## src/rtl/execute_stage.sv

```systemverilog
// ---------------------------------------------------------------------------
// execute_stage
//   Execute stage of a five-stage RV32 pipeline. It selects the forwarded
//   operands and runs the ALU. It resolves BEQ into a combinational redirect
//   for Fetch (PCSrcE, PCTargetE). It also registers the results into the
//   EX/MEM pipeline register.
//
// Ports
//   clk, rst            : clock, synchronous active-high reset
//   RegWriteE, MemWriteE, ResultSrcE, BranchE, ALUSrcE, ALUControlE
//                       : decoded control for the instruction in EX
//   RD1E, RD2E, ImmExtE : register operands and sign-extended immediate
//   PCE, PCPlus4E, RDE  : instruction PC, PC+4, destination index
//   ResultW             : writeback result (forwarding source 01)
//   ForwardAE/BE        : forwarding selects (00/11 reg file, 01 WB, 10 MEM)
//   PCSrcE, PCTargetE   : branch taken / branch target, combinational
//   *M outputs          : EX/MEM pipeline register contents
//
// Handshake: there is none. The EX/MEM register loads every cycle unless
// rst is high. Reset takes priority over the load.
// ---------------------------------------------------------------------------
module execute_stage (
  input  logic        clk,
  input  logic        rst,
  input  logic        RegWriteE,
  input  logic        ALUSrcE,
  input  logic        MemWriteE,
  input  logic        ResultSrcE,
  input  logic        BranchE,
  input  logic [2:0]  ALUControlE,
  input  logic [31:0] RD1E,
  input  logic [31:0] RD2E,
  input  logic [31:0] ImmExtE,
  input  logic [31:0] PCE,
  input  logic [31:0] PCPlus4E,
  input  logic [4:0]  RDE,
  input  logic [31:0] ResultW,
  input  logic [1:0]  ForwardAE,
  input  logic [1:0]  ForwardBE,
  output logic        PCSrcE,
  output logic [31:0] PCTargetE,
  output logic        RegWriteM,
  output logic        MemWriteM,
  output logic        ResultSrcM,
  output logic [4:0]  RDM,
  output logic [31:0] ALUResultM,
  output logic [31:0] WriteDataM,
  output logic [31:0] PCPlus4M
);

  logic        reg_write_q, mem_write_q, result_src_q;
  logic [4:0]  rd_q;
  logic [31:0] alu_result_q, write_data_q, pc_plus4_q;

  logic [31:0] src_a_e, write_data_e, src_b_e, alu_result_e;
  logic        zero_e;

  // Operand forwarding. Select 10 takes this block's own EX/MEM register,
  // so a dependent instruction right behind its producer needs no bubble.
  always_comb begin
    src_a_e = RD1E;
    case (ForwardAE)
      2'b01:   src_a_e = ResultW;
      2'b10:   src_a_e = alu_result_q;
      default: src_a_e = RD1E;
    endcase
  end

  always_comb begin
    write_data_e = RD2E;
    case (ForwardBE)
      2'b01:   write_data_e = ResultW;
      2'b10:   write_data_e = alu_result_q;
      default: write_data_e = RD2E;
    endcase
  end

  // Store data is taken before the immediate mux.
  assign src_b_e = ALUSrcE ? ImmExtE : write_data_e;

  always_comb begin
    alu_result_e = 32'h0;
    case (ALUControlE)
      3'b000:  alu_result_e = src_a_e + src_b_e;
      3'b001:  alu_result_e = src_a_e - src_b_e;
      3'b010:  alu_result_e = src_a_e & src_b_e;
      3'b011:  alu_result_e = src_a_e | src_b_e;
      3'b101:  alu_result_e = {31'h0, ($signed(src_a_e) < $signed(src_b_e))};
      default: alu_result_e = 32'h0;
    endcase
  end

  assign zero_e    = (alu_result_e == 32'h0);
  // The redirect is not gated by rst and always follows the current inputs.
  assign PCSrcE    = BranchE & zero_e;
  assign PCTargetE = PCE + ImmExtE;

  always_ff @(posedge clk) begin
    if (rst) begin
      reg_write_q  <= 1'b0;
      mem_write_q  <= 1'b0;
      result_src_q <= 1'b0;
      rd_q         <= 5'h0;
      alu_result_q <= 32'h0;
      write_data_q <= 32'h0;
      pc_plus4_q   <= 32'h0;
    end else begin
      reg_write_q  <= RegWriteE;
      mem_write_q  <= MemWriteE;
      result_src_q <= ResultSrcE;
      rd_q         <= RDE;
      alu_result_q <= alu_result_e;
      write_data_q <= write_data_e;
      pc_plus4_q   <= PCPlus4E;
    end
  end

  assign RegWriteM  = reg_write_q;
  assign MemWriteM  = mem_write_q;
  assign ResultSrcM = result_src_q;
  assign RDM        = rd_q;
  assign ALUResultM = alu_result_q;
  assign WriteDataM = write_data_q;
  assign PCPlus4M   = pc_plus4_q;

endmodule

```

## config.mk

```make
export PLATFORM = sky130hd
export DESIGN_NAME = execute_stage
export DESIGN_NICKNAME = d
export VERILOG_FILES = /design/src/rtl/execute_stage.sv
export SDC_FILE = /design/constraint.sdc
export NUM_CORES = 1
export LEC_CHECK = 0
export BUFFER_PORTS_ARGS = -buffer_cell sky130_fd_sc_hd__buf_4
export CAP_MARGIN = 20
export CORE_MARGIN = 2
export CORE_UTILIZATION = 25
export DETAILED_ROUTE_END_ITERATION = 8
export PLACE_DENSITY = 0.53
export REMOVE_ABC_BUFFERS = 1
export SLEW_MARGIN = 20
export SYNTH_ARGS = -nofsm -noshare
export SYNTH_HDL_FRONTEND = slang
export SYNTH_SLANG_ARGS = --single-unit
```

## constraint.sdc

```tcl
create_clock -name clk -period 6.7 [get_ports clk]
set_clock_uncertainty 0.15 [all_clocks]
set_input_delay 0.67 -clock clk [delete_from_list [all_inputs] [get_ports clk]]
set_output_delay 0.67 -clock clk [all_outputs]
set_load 0.03 [all_outputs]
```

* After elaboration in Yosys (flattened, before gate mapping) *
Index checks and enable logic that the tools add are counted.

cells by class
  magnitude comparators = 1
  add/subtract/negate cells = 3
  bitwise logic cells = 3
  equality and inequality tests = 8
  mux-type cells = 4
  reduce and logical (&&, ||, !) cells = 2

operators by type and width
  kind                count
  $pmux 32 s5         1
  $pmux 32 s2         2
  $add 32x32->32      2
  $and 32x32->32      1
  $logic_not 32->1    1
  $lt 32x32->1        1
  $mux 32             1
  $or 32x32->32       1
  $sub 32x32->32      1
  $eq 3x2->1 const B  2
  $eq 2x1->1 const B  2
  $eq 2x2->1 const B  2
  $eq 3x1->1 const B  1
  $eq 3x3->1 const B  1
  $logic_not 3->1     1
  $and 1x1->1         1

storage, ports and cells
  flip-flop bits (word level) = 104
  logic and storage cells = 28
  output and inout bits = 137
  input bits = 211

* Longest topological paths before layout *
Gate-level depths: netlist of run 1.

  depth after elaboration = 7
  gate-level depth with buffers = 21
  depth with buffers taken out = 21

* Least setup slack after synthesis of run 1 *
OpenSTA, ideal clock, no wires.

  kind = input port to output port
  from = in ForwardBE[0]
  to = out PCSrcE
  data required time = 5.880 ns
  setup slack = 0.882 ns
  arrival = 4.998 ns
  cell stages on the path = 21
  buffers on the path = 2
  path through = inv_1 -> ha_1 -> clkbuf_1 -> clkbuf_1 -> a21oi_1 -> o21ai_0 -> ha_1 -> inv_1 -> fa_1 -> nand2b_1 -> a211oi_1 -> o21ai_1 -> o31ai_1 -> a21bo_2 -> a21oi_1 -> o41ai_1 -> nand2_1 -> xor2_1 -> o22ai_1 -> nor4_1 -> and4_1

between the ends
  longest elaborated chain between the ends = 7
  elaborated cells on any way between the ends = 12
  classes of those cells = add/sub (2); order compare (1); eq/ne (2); mux (3); bitwise (3); reduce/logical (1)

ends and longest elaborated chain
  what                                             line  RTL
  from (decl)                                      39    input logic [1:0] ForwardBE,
  $eq 2x2->1 / $eq 2x1->1 (equally long branches)  71    case (ForwardBE)
  $pmux 32 s2 *                                    71
  $mux 32 *                                        79    assign src_b_e = ALUSrcE ? ImmExtE : write_data_e;
  $sub 32x32->32, or another cell as far along     85    3'b001: alu_result_e = src_a_e - src_b_e;
  $pmux 32 s5 *                                    83    case (ALUControlE)
  $logic_not 32->1 *                               93    assign zero_e = (alu_result_e == 32'h0);
  $and 1x1->1 *                                    95    assign PCSrcE = BranchE & zero_e;
  to (decl)                                        40    output logic PCSrcE,

Mark *: on every way between the ends. The rest lies on a longest branch, timed or not.

* Final worst setup path of run 1 *
  from = in ForwardAE[1]
  to = out PCSrcE

between the ends
  longest elaborated chain between the ends = 6
  elaborated cells on any way between the ends = 11
  classes of those cells = add/sub (2); order compare (1); eq/ne (2); mux (2); bitwise (3); reduce/logical (1)

ends and longest elaborated chain
  what                                             line  RTL
  from (decl)                                      38    input logic [1:0] ForwardAE,
  $eq 2x2->1 / $eq 2x1->1 (equally long branches)  62    case (ForwardAE)
  $pmux 32 s2 *                                    62
  $sub 32x32->32, or another cell as far along     85
  $pmux 32 s5 *                                    83
  $logic_not 32->1 *                               93
  $and 1x1->1 *                                    95

Marked as above.

==> qor.csv, run 1 <==
stage,metric,value,unit
status,status,finished clean,
global_route,grt_pass1_wl,68.2,mm
routing,vias,11700,
timing,finalHoldViolCount,0,
worst_setup_path,path_cells,buf_4 > inv_1 > ha_1 > buf_12 > a22oi_1 > o21ai_0 > ha_1 > inv_1 > fa_1 > nand2b_1 > a211oi_1 > o21ai_0 > nor2_1 > xnor2_1 > o22ai_1 > nor4_2 > nand4_1 > nor4_2 > nand4_1 > nor4_2 > and4_1 > buf_4,
worst_setup_path,arrival,5610,ps
run,maxCapViolCount,0,
timing,min_period,6430,ps
layout,fill_cells,4492,
worst_setup_path,cp.required,5880,ps
yosys,ys_async_sr_fraction,0,%
layout,syn_to_final_growth,34.1,%
worst_setup_path,end_kind,primary output,
floorplanning,die_area,44200,sq um
placement,numPortBuffers,347,
routing,drc,0,
yosys,synth_cell_types,82,
worst_setup_path,crit_top_cell,nor4_2,
clocking,clk_pin_slew_worst_paths,80,ps
pwr,vdd_drop_max,96.1,uV
yosys,yosysWarnings,0,
routing,dr.pass1.iters,7,
floorplanning,start_util,25.3,%
global_route,grt_max_degree,66,
timing,worst_slew_pin_slew,958,ps
clocking,cts_tree,done,
global_route,grt_overflow_total,0,
worst_setup_path,critPathSlowestCell,fa_1,
clocking,clkLatencyLatePin,410,ps
yosys,synthCells,1478,
routing,drt_iter0_drc,642,
timing,max_freq,0.156,GHz
timing,setup_viol,0,
timing,setup_ws,271,ps
routing,postRouteAntennaNets,0,
pwr,p_leak,0.00659,uW
global_route,grt_usage,19.9,%
floorplanning,num_rows,75,
layout,antenna_cells,0,
timing,rsz0062_at_grt,false,
placement,dp_slack,14.8,ps
clocking,cts_root_buffer,clkbuf_16,
layout,stdcell_count,2339,
worst_hold_path,hold_class,in2reg,
timing,tns,0,ps
clocking,cts_buffers,9,
clocking,clock_path_buffers,2,
global_route,antenna_found_initial,0,
placement,routabilityCongestion,0.932,
placement,dp_cells,2323,
yosys,yosysSeqAreaShare,19.6,%
yosys,ys_ff_latch,104,
layout,multi_input_area,7840,sq um
layout,layout.area.seq,2080,sq um
timing,slew_headroom,35.9,%
floorplanning,pin_count,348,
timing,fin_crit_sh,96.0,%
placement,place.detailed.hpwl,35.7,mm
clocking,cts_sinks,104,
layout,nets,2152,
floorplanning,die_y,210,microns
pwr,p_per_area,196,nW/um^2
layout,layout_commonest_cell,buf_4,
routing,avgViaCountPerCell,5.00,
worst_setup_path,worst-path-max-fanout,32,
timing,drv_slew,0,
clocking,holdBufCountCts,0,
yosys,synth-edff-count,0,
routing,wl_per_cell,19.1,microns
yosys,syn_avg_cell_area,7.19,sq um
worst_setup_path,slowest_delay,420,ps
yosys,synth_area,10600,sq um
yosys,synth_ff_type,dfxtp_1,
worst_setup_path,worst-setup-path-type,in2out,
layout,final_cell_mix,"buf_4, nor2_1, ha_1, a21oi_1, nand2_1",
layout,final_layout_size_suffix_gt1_share,24.3,%
floorplanning,core_area,41900,sq um
clocking,htree_levels,3,
floorplanning,die_w,210,microns
clocking,cts_setup_buffers,0,
routing,finalWirelength,44.7,mm
global_route,grt_pass1_vias,11700,
worst_setup_path,crit_path_start_kind,input pin,
## power by group
part / switching (uW) / leakage (uW) / internal, uW / total (uW)
Combinational: 938 / 0.00558 / 602 / 1540
Clock: 306 / 0.000143 / 264 / 570
Sequential: 23.0 / 0.000860 / 662 / 685
## sequential cells by signal, indices dropped and copies added, names as in the netlist
name and flops:
ResultSrcM 1, MemWriteM 1, ALUResultM 32, RegWriteM 1
WriteDataM 32, PCPlus4M 32, RDM 5
## what timing repair did
| action | 4_1_cts | 5_1_grt |
|---|---|---|
| resized for setup | 1 | 7 |
| pin swaps | 0 | 0 |
| endpoints found under the setup margin | 1 | 1 |
## cell usage after synthesis, types with 8 or more instances
library cell    n  area, sq um
xnor2_1        39          342
nor2b_1        70          438
o22ai_1        11         68.8
a211oi_1       33          248
o21ai_0       111          556
clkbuf_1       61          229
o21a_1         11         82.6
a31oi_1        12         75.1
nand2b_1       14         87.6
nor2_1        181          679
buf_2          11         55.1
a21o_1         30          225
inv_1         106          398
ha_1          143         1790
buf_1          10         37.5
dfxtp_1       104         2080
nand3_1        21          105
a21oi_1       131          656
nor3_1         27          135
o211ai_1        9         67.6
xor2_1         13          114
nand2_1       129          484
nor4_1          9         56.3
o31ai_1         8         60.1
a22oi_1        65          488
## cells by family (layout without fill, tap and decap cells)
kind of cell,after synthesis,in the layout,share of synthesized area (%)
buffers and inverters,190,512,6.98
xor gates and xnor gates,52,52,4.28
DFF,104,104,19.6
adders and majority gates,146,146,17.4
and+or+nand+nor,501,501,22.2
AOI/OAI and AO/OA,480,480,29.1
muxes,5,5,0.483
## worst paths after layout
check | end | cells past startpoint | slack [ps] | from
worst max-delay path | PCSrcE | 22 | 270 | ForwardAE[1]
worst min-delay path | ResultSrcM$_SDFF_PP0_ | 2 | 330 | ResultSrcE
worst max register to register | ALUResultM[29]$_SDFF_PP0_ | 17 | 2290 | ALUResultM[18]$_SDFF_PP0_
worst min register to register | WriteDataM[29]$_SDFF_PP0_ | 4 | 530 | ALUResultM[29]$_SDFF_PP0_
## routing by layer
metal	track usage, %	share of wire [%]	vias to the layer above
li1	-	-	5836
met1	26.7	47	5448
met2	33.1	46	376
met3	3.22	5.6	43
met4	5.60	1.7	2
met5	0	0.018	-
## layout make-up
class / count / area share, %
Timing Repair Buffer: 390 / 20.8
Inverter: 106 / 2.79
Sequential cell: 104 / 14.6
Clock inverter: 7 / 0.509
Clock buffer: 9 / 1.58
Multi-Input combinational cell: 1184 / 55.0
Tap cell: 539 / 4.73
## critical path: cells and delay by family
family          cells  cell delay, ps
buf+inv             5             650
compound gates      5            1060
xor+xnor            1             130
fa+ha+maj           3             880
simple gates        8            2190
## through the flow
step / hold WS, ps / utilization [%] / total power, uW / cell area [sq um]
after global routing: 319 / 34.0 / 2980 / 14300
final: 328 / 34.0 / 2790 / 14300
after CTS: 301 / 33.9 / 2830 / 14200
after global placement: 508 / 33.2 / 2230 / 13900
after detailed placement: 517 / 33.2 / 2230 / 13900
after floorplan: 589 / - / 1640 / 10300
Note: power is estimated with default switching activity, not from simulation.
==> run 2: changes to the inputs <==
Clock period 6.7 ns to 7.4 ns, I/O delays scaled along.
==> qor.csv, run 2 (synthesis gave the netlist of run 1 again) <==
stage,metric,value,unit
worst_hold_path,whs_path_depth,2,
routing,dr.pass1.iters,5,
routing,wl_met3,3.13,mm
clocking,clk_pin_slew_worst_paths,90,ps
worst_setup_path,critPathSlowestCell,nor4_1,
floorplanning,num_rows,75,
pwr,power_frac_clock,21.2,%
worst_setup_path,rrSetupSlack,2730,ps
global_route,grt_usage,19.9,%
clocking,htree_levels,3,
layout,stdcell_count,2320,
worst_setup_path,r2r-start,ALUResultM[0]$_SDFF_PP0_,
layout,layout.area.seq,2080,sq um
worst_hold_path,hp-start,RDE[2],
global_route,grt_pass1_vias,11600,
routing,finalWirelength,44.7,mm
worst_hold_path,hold_end,RDM[2]$_SDFF_PP0_,
pwr,intPower,1370,uW
clocking,cts_buffers,9,
worst_setup_path,worst-setup-path-type,in2out,
worst_setup_path,crit_path_start_kind,input pin,
layout,multi_input_area,7820,sq um
layout,final_cell_mix,"buf_4, nor2_1, ha_1, a21oi_1, nand2_1",
routing,avgViaCountPerCell,5.06,
timing,whs,396,ps
status,status,finished clean,
pwr,p_per_area,179,nW/um^2
routing,drc,0,
routing,wl_met2,20.6,mm
routing,vias,11700,
pwr,combPwrFrac,54.1,%
timing,finalHoldViolCount,0,
floorplanning,die_w,210,microns
timing,fin_crit_sh,93.9,%
pwr,switchingPower,1150,uW
worst_setup_path,worst-path-max-fanout,30,
worst_setup_path,arrival,6060,ps
layout,syn_to_final_growth,32.3,%
floorplanning,start_util,25.3,%
clocking,cts_setup_buffers,0,
routing,wirelength_met1,20.2,mm
pwr,swShare,45.6,%
placement,place.detailed.hpwl,35.8,mm
worst_setup_path,path_buf_inv,4,
pwr,vdd_drop_max,94.7,uV
worst_setup_path,critPathTopFamily,simple AND/OR/NAND/NOR gates,
layout,layout_commonest_cell,buf_4,
timing,drv_slew,0,
timing,min_period,6950,ps
floorplanning,die_y,210,microns
clocking,cts_tree,done,
worst_setup_path,worstReg2RegEnd,ALUResultM[28]$_SDFF_PP0_,
timing,tns,0,ps
placement,dp_cells,2304,
run,maxCapViolCount,0,
routing,postRouteAntennaNets,0,
floorplanning,die_area,44200,sq um
pwr,p_seq_share,24.7,%
global_route,grt_max_degree,75,
global_route,grt_overflow_total,0,
floorplanning,core_area,41900,sq um
worst_setup_path,crit_top_cell,buf_4,
timing,worst_slew_pin_slew,939,ps
global_route,antenna_found_initial,2,
worst_setup_path,path_depth,21,
layout,nets,2133,
timing,setup_viol,0,
worst_setup_path,r2r_cells,18,
worst_setup_path,end_kind,primary output,
clocking,clock_path_buffers,2,
worst_hold_path,hold_class,in2reg,
routing,highest_layer,met5,
layout,antenna_cells,0,
placement,numPortBuffers,347,
clocking,clkLatencyLatePin,410,ps
timing,rsz0062_at_grt,false,
worst_setup_path,path_cells,buf_4 > ha_2 > buf_4 > buf_4 > nor2_1 > a21oi_1 > o21ai_0 > ha_1 > nand2b_1 > a211oi_1 > a211oi_1 > nor2_1 > xnor2_1 > o22ai_1 > nor4_1 > nand4_1 > nor4_1 > nand4_1 > nor4_1 > and4_1 > buf_4,
timing,max_freq,0.144,GHz
global_route,grt_pass1_wl,68.4,mm
worst_setup_path,slowest_delay,700,ps
clocking,holdBufCountCts,0,
layout,final_layout_size_suffix_gt1_share,23.3,%
pwr,p_leak,0.00649,uW
clocking,cts_sinks,104,
placement,routabilityCongestion,0.975,
timing,slew_headroom,37.4,%
floorplanning,pin_count,348,
routing,drt_iter0_drc,778,
routing,wl_per_cell,19.2,microns
layout,fill_cells,4551,
worst_setup_path,cp.required,6510,ps
clocking,cts_root_buffer,clkbuf_16,
[run 2: changes by cell type in the layout (fill, tap and decap cells not counted), sizes merged]
cell | previous run | this run
buf | 390 | 371
clkinvlp | 1 | 0
inv | 109 | 110
[run 2: layout make-up]
| type | count | area share, % |
|---|---|---|
| clock buffer | 9 | 1.60 |
| clock inverter | 7 | 0.578 |
| inverter | 106 | 2.83 |
| multi-input combinational | 1184 | 55.6 |
| sequential | 104 | 14.8 |
| tap | 539 | 4.79 |
| timing repair buffer | 371 | 19.8 |
[run 2: how the worst max path moves through the flow]
stage / start / to / slack (ps)
2_1_floorplan: ForwardBE[0] / PCSrcE / 960
3_3_place_gp: ForwardAE[1] / PCSrcE / 440
3_5_place_dp: ForwardAE[1] / PCSrcE / 370
4_1_cts: ForwardAE[1] / PCSrcE / 310
5_1_grt: ForwardBE[0] / PCSrcE / 100
6_report: ForwardBE[1] / PCSrcE / 450
[run 2: stage by stage]
stage	total power, uW	utilization [%]	cell area, sq um	setup slack, ps
after floorplan	1490	-	10300	956
final	2510	33.5	14100	455
after CTS	2540	33.5	14100	305
after global routing	2690	33.5	14100	97.2
after detailed placement	1990	32.8	13700	368
after global placement	1990	32.8	13700	440
[run 2: repair_timing]
item | 4_1_cts | 5_1_grt
setup endpoints to repair | 0 | 1
hold endpoints to repair | 0 | 0
gates resized for setup | 0 | 1
[run 2: worst reg2reg max path: cells and delay by family (launching register included)]
family                   cells  cell delay (ps)
XOR/XNOR                     1              150
AO/OA/AOI/OAI               10             2490
adder cells (fa/ha/maj)      2              700
flip-flops                   1              410
AND/OR/NAND/NOR              4              610
buffers and inverters        1               80
[run 2: power groups by stage]
stage	Sequential, uW	Combinational [uW]	Clock [uW]
5_1_grt	625	1490	576
3_3_place_gp	634	1350	0
2_1_floorplan	710	776	0
6_report	621	1360	532
4_1_cts	621	1360	559
3_5_place_dp	634	1350	0
[run 2: layer usage]
metal  vias up  GRT usage [%]
li1       5783              -
met3        45           4.68
met5         -              0
met1      5521           26.1
met4         2           4.35
met2       389           33.2
==> run 3: changes to the inputs <==
Settings changed: GPL_TIMING_DRIVEN set to 0.
==> qor.csv, run 3 (synthesis gave the netlist of run 1 again) <==
stage,metric,value,unit
worst_setup_path,worstReg2RegEnd,ALUResultM[28]$_SDFF_PP0_,
worst_setup_path,worst-path-max-fanout,17,
global_route,grt_pass1_vias,11200,
layout,final_layout_size_suffix_gt1_share,22.9,%
worst_setup_path,cp.required,6510,ps
worst_hold_path,whs_path_depth,2,
layout,syn_to_final_growth,32.2,%
clocking,clock_path_buffers,2,
clocking,cts_sinks,104,
worst_setup_path,rrSetupSlack,2680,ps
worst_hold_path,hold_class,in2reg,
global_route,grt_pass1_wl,64.0,mm
layout,layout_commonest_cell,buf_4,
routing,avgViaCountPerCell,4.99,
clocking,cts_buffers,9,
placement,numPortBuffers,347,
routing,vias,11500,
routing,wl_per_cell,18.5,microns
worst_hold_path,hp-start,PCPlus4E[16],
layout,stdcell_count,2300,
floorplanning,die_w,210,microns
worst_setup_path,slowest_delay,490,ps
run,maxCapViolCount,0,
clocking,clk_pin_slew_worst_paths,90,ps
timing,max_freq,0.144,GHz
clocking,cts_root_buffer,clkbuf_16,
timing,slew_headroom,29.5,%
layout,final_cell_mix,"buf_4, nor2_1, ha_1, a21oi_1, nand2_1",
routing,finalWirelength,42.5,mm
timing,drv_slew,0,
pwr,p_per_area,177,nW/um^2
global_route,grt_max_degree,105,
global_route,antenna_found_initial,0,
worst_setup_path,worst-setup-path-type,in2out,
timing,setup_viol,0,
clocking,cts_tree,done,
global_route,grt_overflow_total,0,
floorplanning,die_y,210,microns
floorplanning,die_area,44200,sq um
global_route,grt_usage,18.6,%
clocking,holdBufCountCts,0,
layout,final_util,33.5,%
placement,place.detailed.hpwl,32.4,mm
floorplanning,core_area,41900,sq um
routing,drc,0,
timing,fin_crit_sh,94.0,%
worst_setup_path,crit_path_start_kind,input pin,
placement,routabilityCongestion,0.853,
timing,tns,0,ps
pwr,vdd_drop_max,87.5,uV
floorplanning,num_rows,75,
placement,dp_cells,2282,
routing,dr.pass1.iters,6,
floorplanning,start_util,25.3,%
clocking,htree_levels,3,
clocking,clkLatencyLatePin,400,ps
layout,fill_cells,4531,
routing,postRouteAntennaNets,0,
worst_setup_path,end_kind,primary output,
status,status,finished clean,
timing,finalHoldViolCount,0,
worst_hold_path,hold_end,PCPlus4M[16]$_SDFF_PP0_,
worst_setup_path,arrival,6070,ps
floorplanning,pin_count,348,
timing,rsz0062_at_grt,false,
layout,antenna_cells,0,
timing,worst_slew_pin_slew,1060,ps
pwr,p_leak,0.00642,uW
timing,min_period,6960,ps
routing,drt_iter0_drc,774,
layout,nets,2113,
worst_setup_path,critPathSlowestCell,ha_2,
worst_setup_path,r2r-start,ALUResultM[0]$_SDFF_PP0_,
worst_setup_path,r2r_cells,18,
worst_setup_path,path_cells,buf_4 > inv_1 > ha_2 > buf_16 > a22oi_1 > o21ai_0 > ha_1 > inv_1 > fa_1 > nand2b_1 > a211oi_1 > o21ai_1 > o31ai_2 > a21bo_2 > a21oi_1 > o41ai_1 > nand2_1 > xor2_1 > o22ai_1 > nor4_1 > and4_1 > buf_4,
[run 3: worst max-delay path, delay by kind of cell]
kind / cells / cell delay (ps)
XOR/XNOR: 1 / 150
AND/OR/NAND/NOR: 4 / 850
AO/OA/AOI/OAI: 9 / 2470
buffers and inverters: 5 / 620
adder cells (fa/ha/maj): 3 / 1190
[run 3: layer usage]
| layer | global-route usage (%) | part of all wire, % |
|---|---|---|
| met5 | 0 | 0.36 |
| met4 | 4.92 | 1.4 |
| met3 | 3.16 | 5.8 |
| met2 | 31.3 | 46 |
| met1 | 24.7 | 46 |
[run 3: repair_timing]
item,CTS,global route
setup endpoints to repair,1,1
pin swaps,0,1
buffers inserted,0,2
cloned,0,0
resized for setup,1,4
[run 3: layout make-up]
type                       count  area [sq um]  share of cell area (%)
sequential                   104          2080                    14.8
multi-input combinational   1184          7880                    56.1
inverter                     106           398                    2.83
tap                          539           674                    4.80
clock inverter                 7          81.3                   0.579
clock buffer                   9           225                    1.60
timing repair buffer         351          2710                    19.3
[run 3: worst max path at each step]
stage	end	slack (ps)	depth (start not counted)	startpoint
2_1_floorplan	PCSrcE	960	19	ForwardBE[0]
3_3_place_gp	PCSrcE	-1140	21	ForwardBE[0]
3_5_place_dp	PCSrcE	20	24	ForwardBE[1]
4_1_cts	PCSrcE	90	24	ForwardBE[1]
5_1_grt	PCSrcE	20	24	ForwardBE[1]
6_report	PCSrcE	440	22	ForwardAE[1]
[run 3: report_power, final]
| part | switching, uW | total (uW) | internal [uW] |
|---|---|---|---|
| Clock | 284 | 526 | 243 |
| Combinational | 827 | 1350 | 521 |
| Sequential | 20.7 | 620 | 600 |
[run 3: per-stage QoR]
stage                     power, uW  cell area [sq um]  setup slack, ps  hold WS, ps
after floorplan                1490              10300              956          659
after global placement         1950              13600            -1140          509
after detailed placement       1960              13700             22.2          520
after CTS                      2510              14000             92.0          377
after global routing           2670              14100             23.8          393
final                          2490              14100              444          400
